--- config.mk ---
export PLATFORM = sky130hd
export DESIGN_NAME = resource_pool_arbiter_flat
export DESIGN_NICKNAME = d
export VERILOG_FILES = /design/src/rtl/resource_pool_arbiter_if.sv /design/src/rtl/resource_pool_arbiter.sv /design/src/flat_wrapper.sv
export SDC_FILE = /design/constraint.sdc
export NUM_CORES = 1
export LEC_CHECK = 0
export ABC_AREA = 1
export CAP_MARGIN = 25
export CORE_MARGIN = 2
export CORE_UTILIZATION = 40
export DETAILED_ROUTE_END_ITERATION = 12
export PLACE_DENSITY = 0.82
export SYNTH_ARGS = -nofsm -noshare
export SYNTH_HDL_FRONTEND = slang
export SYNTH_SLANG_ARGS = --single-unit
--- constraint.sdc ---
create_clock -name clk -period 3.6 [get_ports clk]
set_input_delay 0.72 -clock clk [delete_from_list [all_inputs] [get_ports clk]]
set_output_delay 0.72 -clock clk [all_outputs]
set_load 0.02 [all_outputs]
--- src/rtl/resource_pool_arbiter_if.sv ---
// rtl/resource_pool_arbiter_if.sv - request/grant bundle between the SIC array and one resource pool arbiter
interface resource_pool_arbiter_if #(
    parameter int NUM_REQ  = 4,
    parameter int NUM_RES  = 1,
    parameter int ID_WIDTH = 4
) ();
    localparam int UW = (NUM_RES > 1) ? $clog2(NUM_RES) : 1;
    localparam int CW = $clog2(NUM_RES + 1);

    logic [NUM_REQ-1:0]               req;
    logic [NUM_REQ-1:0][ID_WIDTH-1:0] req_issue_id;
    logic [NUM_REQ-1:0]               release_lock;
    logic [NUM_REQ-1:0]               grant;
    logic [NUM_REQ-1:0][UW-1:0]       grant_unit;
    logic [CW-1:0]                    free_count;

    // SIC array side: raises requests, observes grants
    modport master (
        output req,
        output req_issue_id,
        output release_lock,
        input  grant,
        input  grant_unit,
        input  free_count
    );

    // Arbiter side
    modport slave (
        input  req,
        input  req_issue_id,
        input  release_lock,
        output grant,
        output grant_unit,
        output free_count
    );
endinterface

--- src/rtl/resource_pool_arbiter.sv ---
// rtl/resource_pool_arbiter.sv - oldest-first lock arbiter sharing NUM_RES units among NUM_REQ SICs
module resource_pool_arbiter #(
    parameter int NUM_REQ  = 4,
    parameter int NUM_RES  = 1,
    parameter int ID_WIDTH = 4
) (
    input  logic                  clk,
    input  logic                  rst_n,
    resource_pool_arbiter_if.slave bus
);
    localparam int UW = (NUM_RES > 1) ? $clog2(NUM_RES) : 1;
    localparam int CW = $clog2(NUM_RES + 1);
    localparam int RW = (NUM_REQ > 1) ? $clog2(NUM_REQ) : 1;

    // Requester a is older than b when (a - b) wraps to a negative value,
    // so ordering stays correct across issue-ID rollover.
    function automatic logic is_older(input logic [ID_WIDTH-1:0] a,
                                      input logic [ID_WIDTH-1:0] b);
        logic [ID_WIDTH-1:0] diff;
        diff = a - b;
        return diff[ID_WIDTH-1];
    endfunction

    // Registered state: held flag and owned unit per requester, owned flag per unit.
    // The owner of a unit is implied by whichever holder carries its index.
    logic [NUM_REQ-1:0]         held_q;
    logic [NUM_REQ-1:0][UW-1:0] unit_q;
    logic [NUM_RES-1:0]         owned_q;
    logic [CW-1:0]              free_q;

    logic [NUM_REQ-1:0]         held_d;
    logic [NUM_REQ-1:0][UW-1:0] unit_d;
    logic [NUM_RES-1:0]         owned_d;
    logic [CW-1:0]              free_d;

    logic [NUM_REQ-1:0]         release_v;
    logic [NUM_REQ-1:0]         cand;
    logic                       win_found;
    logic [RW-1:0]              win_idx;
    logic [ID_WIDTH-1:0]        win_id;
    logic                       free_found;
    logic [UW-1:0]              free_idx;
    logic                       do_grant;
    logic [CW-1:0]              owned_cnt;

    // Classify each requester: holders that let go this cycle, and fresh candidates.
    // A requester pulsing release while not holding is neither.
    always_comb begin
        release_v = '0;
        cand      = '0;
        for (int i = 0; i < NUM_REQ; i++) begin
            release_v[i] = held_q[i] & (bus.release_lock[i] | ~bus.req[i]);
            cand[i]      = bus.req[i] & ~held_q[i] & ~bus.release_lock[i];
        end
    end

    // Pick the oldest candidate; ascending scan with strict compare keeps
    // the lower index on equal IDs.
    always_comb begin
        win_found = 1'b0;
        win_idx   = '0;
        win_id    = '0;
        for (int i = 0; i < NUM_REQ; i++) begin
            if (cand[i] && (!win_found || is_older(bus.req_issue_id[i], win_id))) begin
                win_found = 1'b1;
                win_idx   = RW'(i);
                win_id    = bus.req_issue_id[i];
            end
        end
    end

    // Lowest-indexed unit free at the start of the cycle; units released
    // this cycle are deliberately not visible here.
    always_comb begin
        free_found = 1'b0;
        free_idx   = '0;
        for (int u = NUM_RES - 1; u >= 0; u--) begin
            if (!owned_q[u]) begin
                free_found = 1'b1;
                free_idx   = UW'(u);
            end
        end
    end

    // Next state: apply every release, then at most one new grant.
    always_comb begin
        held_d    = held_q & ~release_v;
        unit_d    = unit_q;
        owned_d   = owned_q;
        do_grant  = win_found & free_found;
        owned_cnt = '0;

        for (int i = 0; i < NUM_REQ; i++) begin
            if (release_v[i]) begin
                for (int u = 0; u < NUM_RES; u++) begin
                    if (unit_q[i] == UW'(u)) begin
                        owned_d[u] = 1'b0;
                    end
                end
                unit_d[i] = '0;
            end
        end

        if (do_grant) begin
            for (int i = 0; i < NUM_REQ; i++) begin
                if (win_idx == RW'(i)) begin
                    held_d[i] = 1'b1;
                    unit_d[i] = free_idx;
                end
            end
            for (int u = 0; u < NUM_RES; u++) begin
                if (free_idx == UW'(u)) begin
                    owned_d[u] = 1'b1;
                end
            end
        end

        for (int u = 0; u < NUM_RES; u++) begin
            owned_cnt = owned_cnt + CW'(owned_d[u]);
        end
        free_d = CW'(NUM_RES) - owned_cnt;
    end

    // State register; reset drops every lock immediately.
    always_ff @(posedge clk or negedge rst_n) begin
        if (!rst_n) begin
            held_q  <= '0;
            unit_q  <= '0;
            owned_q <= '0;
            free_q  <= CW'(NUM_RES);
        end else begin
            held_q  <= held_d;
            unit_q  <= unit_d;
            owned_q <= owned_d;
            free_q  <= free_d;
        end
    end

    assign bus.grant      = held_q;
    assign bus.grant_unit = unit_q;
    assign bus.free_count = free_q;

endmodule
--- src/flat_wrapper.sv ---
// flat-port wrapper written by rule: the top's interface ports become plain ports
module resource_pool_arbiter_flat 
#(
    parameter int NUM_REQ  = 4,
    parameter int NUM_RES  = 1,
    parameter int ID_WIDTH = 4
)
  (clk, rst_n, bus_req, bus_req_issue_id, bus_release_lock, bus_grant, bus_grant_unit, bus_free_count);
  resource_pool_arbiter_if #(.NUM_REQ(NUM_REQ), .NUM_RES(NUM_RES), .ID_WIDTH(ID_WIDTH)) bus_i ();
  input  logic clk;
  input  logic rst_n;
  input wire logic [$bits(bus_i.req)-1:0] bus_req;
  input wire logic [$bits(bus_i.req_issue_id)-1:0] bus_req_issue_id;
  input wire logic [$bits(bus_i.release_lock)-1:0] bus_release_lock;
  output wire logic [$bits(bus_i.grant)-1:0] bus_grant;
  output wire logic [$bits(bus_i.grant_unit)-1:0] bus_grant_unit;
  output wire logic [$bits(bus_i.free_count)-1:0] bus_free_count;
  assign bus_i.req = bus_req;
  assign bus_i.req_issue_id = bus_req_issue_id;
  assign bus_i.release_lock = bus_release_lock;
  assign bus_grant = bus_i.grant;
  assign bus_grant_unit = bus_i.grant_unit;
  assign bus_free_count = bus_i.free_count;
  resource_pool_arbiter #(.NUM_REQ(NUM_REQ), .NUM_RES(NUM_RES), .ID_WIDTH(ID_WIDTH)) u_core (.clk(clk), .rst_n(rst_n), .bus(bus_i));
endmodule
# [Word level (Yosys, flattened, before mapping)]
# Index checks and enable logic that the tools add are counted.
[classes] mux=34 n_addsub=4 n_reduce_logical=10 bitwise=31 eq_ne=3
[ops] cell="two-way mux 1 bit" count=27
[ops] cell="two-way mux 4 bit" count=5
[ops] cell="AND 1 bit" count=13
[ops] cell="inverter 1 bit" count=12
[ops] cell="subtractor 4 bit" count=3
[ops] cell="AND 4 bit" count=1
[ops] cell="== test 2 bit, second input constant" count=2
[ops] cell="two-way mux 2 bit" count=2
[ops] cell="inverter 4 bit" count=1
[ops] cell="bitwise OR 1 bit" count=4
[ops] cell="logical AND 1 bit" count=3
[ops] cell="logical NOT 1 bit" count=3
[ops] cell="logical OR 1 bit" count=3
[ops] cell="== test 2 x 1 -> 1 bit, second input constant" count=1
[ops] cell="logical NOT 2 bit" count=1
[ops] cell="subtractor 1 bit, first input constant" count=1
[totals] inputBits=26 wordCells=89 register_bits=10

# [Longest topological paths before layout]
[logic_depth] word_depth=19 mapped_depth=38 mapped_depth_nobuf=38

# [Worst setup path before layout]
# No wires, ideal clock.
[synth_path] kind="input to register" start="input bus_req[0]" end="register u_core.unit_q (netlist bit u_core.bus.grant_unit[0])" cell_stages=31 setup_ps=113 arrival_ps=3916 setup_slack_ps=-429 path_cell_list="inv_1 -> nor2_4 -> nand2_1 -> inv_2 -> nand2_1 -> ha_1 -> nand2_1 -> clkinv_1 -> nand2_2 -> nand3_2 -> nand3_4 -> nand2_4 -> o21ai_0 -> ha_1 -> a21oi_1 -> nand2_1 -> nand2_1 -> nand2_1 -> nand2_2 -> nand2_4 -> nand2_1 -> o21ai_0 -> ha_1 -> a21oi_1 -> nand3_1 -> nand2_1 -> nand2_2 -> nand2_2 -> nand3_1 -> nand2_1 -> inv_1"
[synth_rtl] element="start, declared" line="flat_wrapper.sv:12" rtl="input wire logic [$bits(bus_i.req)-1:0] bus_req;"
[synth_rtl] element="end signal, assigned" line="resource_pool_arbiter.sv:133" rtl="unit_q <= unit_d;"
[synth_rtl] element="end, declared" line="resource_pool_arbiter.sv:27" rtl="logic [NUM_REQ-1:0][UW-1:0] unit_q;"

==> metrics.txt <==
Synth-to-Final Area Change 67.7%; crit path setup slack, layout -0.0800 ns; GRT Overall Usage 18.8%; Peak Freq 272 MHz; io pins 35; Peak VDD IR about 0.22 mV; Pwr per Cell Area between 200 and 250 nW/um^2; diode count 0; commonest non-fill, non-tap cell in the layout nand2_1; CTS tree done; # DRC 0; CTS Hold Bufs 0; pin slew with the least headroom to its limit ~0.44 ns; Crit Path Class in -> reg; die area a little under 3000 um^2; Chip Height between 50 and 60 um; HPWL after DPL between 2000 and 2500 um; Iter 0 DRT Violations 24; Die W approximately 54 um; DRT antenna net count 0; max cap viols 0; final WL around 2500 um; syn nets between 150 and 200; status finished with violations; Final Hold Vio Count 0; detailed-route vias per instance 4.75; first-pass GRT wire length 4090 um; final worst path period share 102%; root buffer cell clkbuf_4; Setup Skew 0.0183 ns; number of global-route vias before repair about 1,100; Place WS -1.06 ns; Core Region 2430 um^2; routability congestion estimate around 0.87; Worst EP arrival around 3.8 ns; CTS sink cnt 10; Cells after Synth 149; Avg WL per Cell 10.8 um; Setup Viol. Count Final 7; CP Capture Type flop; Yosys reg bits 10; RSZ-0062 raised after global routing yes; share of layout cells above drive strength 1 a little over a third; CTS clock-pin slew for the worst setup and hold paths roughly 0.05 ns; most frequent cells in the layout 30 x nand2_1, 28 x clkdlybuf4s50_1, 24 x inv_1; Hold WC Path Type reg -> reg; pin count of the biggest net entering global routing 11; starting density of the core between 40% and 50%; Min Clock Period, post-route 3.68 ns; Worst-Skew Late Latency 0.28 ns; Lkg Pwr roughly 0.00087 uW; max-slew violations 0; sequential area share after synthesis between 20% and 30%; critical path fanouts, max 5; # rows 18; port bufs 34; Final Core Density 68.9%; Avg Cell Area, Syn between 6 and 7 um^2; CP dominant cell by count nand2_2; worst reg2reg setup slack about 0.080 ns; DR pass1 iterations 4; Startpoint Class input pin; Overflow after GRT 0; Num CTS Buffers 3; post-synthesis cell type count 22; Worst path slowest cell ha_1; Max-slew headroom between 70% and 80%; synth warn 0; worst path required time between 3 and 4 ns; H-tree Lvls 1; nets about 240; TNS Setup -0.261 ns; failing checks setup timing; Clock Tree Buf Depth 2; max incr delay on CP between 0.3 and 0.4 ns; Mapped Area around 1000 um^2; via count 1,112; initial antenna violation count 0
-- report_power, final --
group          switching [uW]  total [uW]  internal (uW)
Combinational            86.4         169           82.9
Clock                    41.9        84.8           42.9
Sequential              0.304         113            113
-- cells in the mapped netlist --
master | count | share of area (%)
nor2_4 | 1 | 1.1
dfstp_2 | 1 | 2.6
xnor2_1 | 1 | 0.88
dfrtp_1 | 9 | 23
a21oi_1 | 5 | 2.5
nand2_4 | 2 | 2.3
nor2_1 | 6 | 2.3
nand2_1 | 41 | 15
inv_2 | 3 | 1.1
nor2_8 | 1 | 2.0
nand4_2 | 1 | 1.3
nand2_2 | 11 | 6.9
ha_1 | 6 | 7.5
a21oi_4 | 1 | 1.6
nor3_1 | 1 | 0.50
nand3_4 | 1 | 1.8
nand3_1 | 18 | 9.0
nand3_2 | 4 | 4.0
clkinv_1 | 1 | 0.38
inv_1 | 26 | 9.8
a31oi_1 | 1 | 0.63
o21ai_0 | 8 | 4.0
-- critical path, delay by kind of cell --
| kind | cells | cell delay (ns) |
|---|---|---|
| simple gates | 24 | 1.69 |
| fa+ha+maj | 3 | 0.87 |
| buf+inv | 5 | 0.29 |
| compound gates | 3 | 0.27 |
-- sequential cells by signal, indices dropped and copies added, names as in the netlist --
register	cells
u_core.bus.grant	4
u_core.bus.grant_unit	4
u_core.bus.free_count	1
u_core.owned_q	1
-- per-stage QoR --
stage	total power, uW	hold WS [ns]	area [um^2]	instances
2_1_floorplan	203	0.424	1070	149
3_3_place_gp	257	0.505	1520	223
3_5_place_dp	264	0.504	1520	223
4_1_cts	357	0.529	1610	230
5_1_grt	394	0.540	1680	234
6_report	367	0.515	1680	234
-- what timing repair did --
action                                  CTS  global route
pin swaps                                22             8
endpoints found under the setup margin    8             8
gates cloned                              0             0
gates resized for setup                  23            11
setup buffers                             3             4
-- layout make-up --
cell class | instances | area, um^2
Fill cell | 196 | 756
Inverter | 30 | 124
Sequential cell | 10 | 251
Timing Repair Buffer | 51 | 465
Clock buffer | 4 | 26.3
Tap cell | 30 | 37.5
Multi-Input combinational cell | 109 | 772
-- worst paths after layout --
kind	startpoint	endpoint	cells after the start
max in group asynchronous	rst_n	u_core.bus.free_count	1
min in group asynchronous	rst_n	u_core.bus.grant[3]	1
setup reg to reg	u_core.bus.grant[0]	u_core.bus.grant_unit[0]	34
setup / recovery	bus_release_lock[0]	u_core.bus.grant_unit[0]	35
hold / removal	u_core.bus.grant[0]	u_core.bus.grant[0]	2
hold reg to reg	u_core.bus.grant[0]	u_core.bus.grant[0]	2
-- per-layer routing --
| layer | track usage, % | vias up | wire [um] |
|---|---|---|---|
| met1 | 21.2 | 496 | 1080 |
| met4 | 4.58 | 0 | 40 |
| met2 | 35.2 | 31 | 1270 |
| met5 | 0 | - | 0 |
| li1 | - | 581 | - |
| met3 | 4.44 | 4 | 141 |
-- logic make-up (layout without fill, tap and decap cells) --
logic type                 Yosys count  in the layout  synth area share (%)
xor gates and xnor gates             1              1                 0.876
and+or+nand+nor                     87             87                  46.4
AOI/OAI and AO/OA                   15             15                  8.76
buffers and inverters               30             85                  11.3
DFF                                 10             10                  25.2
adders and majority gates            6              6                  7.51
No activity file was read; power rests on OpenSTA's default activity.
==> patch, RTL diff (same flow settings) <==
Make the reset (`rst_n`) synchronous in one clocked block.
--- a/src/rtl/resource_pool_arbiter.sv
+++ b/src/rtl/resource_pool_arbiter.sv
@@ -123,5 +123,5 @@
 
     // State register; reset drops every lock immediately.
-    always_ff @(posedge clk or negedge rst_n) begin
+    always_ff @(posedge clk) begin
         if (!rst_n) begin
             held_q  <= '0;
Formal check against the unedited RTL: differs if rst_n is asserted again (counterexample within 4 cycles, from zero or initial values and one cycle with rst_n low); with rst_n held inactive, the same outputs for 10 cycles.
==> patch against the original RTL <==
- the run still ends with negative setup slack left
- wire length increased by 21%
- total power increased by 25%
- final cell count increased by 6.0%
- global-route usage increased by 3.5 points
- non-clock buffer count increased by 11
- register-to-register slack improved by 40 ps
- sequential power increased by 6%
- area after synthesis decreased by 4.6%
- sequential cell count unchanged
- setup slack got worse by 52 ps
- final area increased by 6.4%
- critical path type unchanged
- critical endpoint is now u_core.bus.grant_unit[2]
- largest cell class unchanged
==> patch: results (changes against the original RTL) <==
- Status: complete, but fails checks (unchanged)
- Failing checks: negative setup slack (unchanged)
- Routability cong.: 0.886 (was 0.866)
- Detailed Route WL: 3080 um (was 2540 um)
- Post-detail-place hpwl: 2220 um (was 2020 um)
- Post-route setup slack: -132 ps (was -80.0 ps)
- Async set-or-reset flop fraction in the synthesized netlist: 0% (was 100%)
- Met2 usage: 45.6% (was 35.2%)
- Non-clk invs: 34 (was 30)
- Library cells used by synthesis: 21 (was 22)
- Adder-cell share of the synthesized area: 7.87% (was 7.51%)
- Slew @ Worst Pin: 434 ps (was 439 ps)
- CP arrival: 3900 ps (was 3840 ps)
- Multi-input gate count: 110 (was 109)
- Lkg Pwr: 0.848 nW (was 0.871 nW)
- Syn_nets: 186 (was 181)
- Largest net degree at the start of global routing: 8 (was 11)
- Bufs w/o clock: 62 (was 51)
- Hold path start: u_core.bus.grant[3] (was u_core.bus.grant[0])
- Reg2reg end: u_core.bus.grant_unit[2] (was u_core.bus.grant_unit[0])
- Leading post-synthesis cells by cell area: dfxtp_1 21%, nand2_1 14%, inv_1 11%, nand3_1 9.4%, ha_1 7.9% (was dfrtp_1 23%, nand2_1 15%, inv_1 9.8%, nand3_1 9.0%, ha_1 7.5%)
- Worst-Skew Late Latency: 260 ps (was 280 ps)
- Clk_skew: 0.521 ps (was 18.3 ps)
- Setup tns final: -664 ps (was -261 ps)
- Fraction of layout cells with a size suffix above 1: 38.2% (was 36.3%)
- Multi-input combinational area share: 46.2% (was 46.0%)
- Leading post-synthesis cells by instance count: 36 x nand2_1, 29 x inv_1, 18 x nand3_1 (was 41 x nand2_1, 26 x inv_1, 18 x nand3_1)
- First-pass GRT wire length: 4630 um (was 4090 um)
- Final nets: 253 (was 237)
- Share of the yosys chip area belonging to registers: 21.0% (was 25.2%)
- Met1 wire length: 1260 um (was 1080 um)
- Routed wl met3: 110 um (was 141 um)
- Reg2reg path depth: 35 (was 34)
- Met2 wire len: 1680 um (was 1270 um)
- Worst Hold End: u_core.bus.grant[3] (was u_core.bus.grant[0])
- Vias per cell: 4.95 (was 4.75)
- Met3 Track Usage GR: 2.86% (was 4.44%)
- Top sig layer: met4 (unchanged)
- Finish-stage setup viols: 8 (was 7)
- Met1 Usage GRT: 22.1% (was 21.2%)
- Final-layout non-clock buffer area share: 30.7% (was 27.8%)
- Number of global-route vias before repair: 1236 (was 1087)
- Synth Area in Compound Gates: 10.8% (was 8.76%)
- Reg-to-Reg Start: u_core.bus.grant[0] (unchanged)
- Clock network area share: 2.03% (was 1.57%)
patch: changes by cell type after synthesis, moves of 3 or more:
cell,change
dfrtp_1,-9
inv_1,+3
nor2_1,+3
nand2_1,-5
nand2_2,-4
dfxtp_1,+10
o21ai_0,-3
a21oi_1,+4
patch: where the power goes:
part           internal, W  switching, W   total, W
sequential        0.000116    0.00000394   0.000120
clock            0.0000614     0.0000383  0.0000998
combinational     0.000117      0.000123   0.000240
total             0.000295      0.000165   0.000460
patch: through the flow:
stage               hold slack [ps]  instances  setup WS (ps)  power, W  utilization, %
floorplan                       547        154           -230  0.000235               -
global placement                471        231           -847  0.000304            68.1
detailed placement              480        231          -1030  0.000311            68.1
CTS                             492        244           -119  0.000431            74.2
global route                    525        248           -318  0.000488            79.9
finish                          492        248           -132  0.000460            79.9
patch: repair_timing:
| item | CTS | global route |
|---|---|---|
| resized for setup | 23 | 19 |
| buffers inserted | 9 | 4 |
| endpoints found under the hold margin | 0 | 0 |
| pin swaps | 18 | 4 |
| setup endpoints to repair | 8 | 8 |
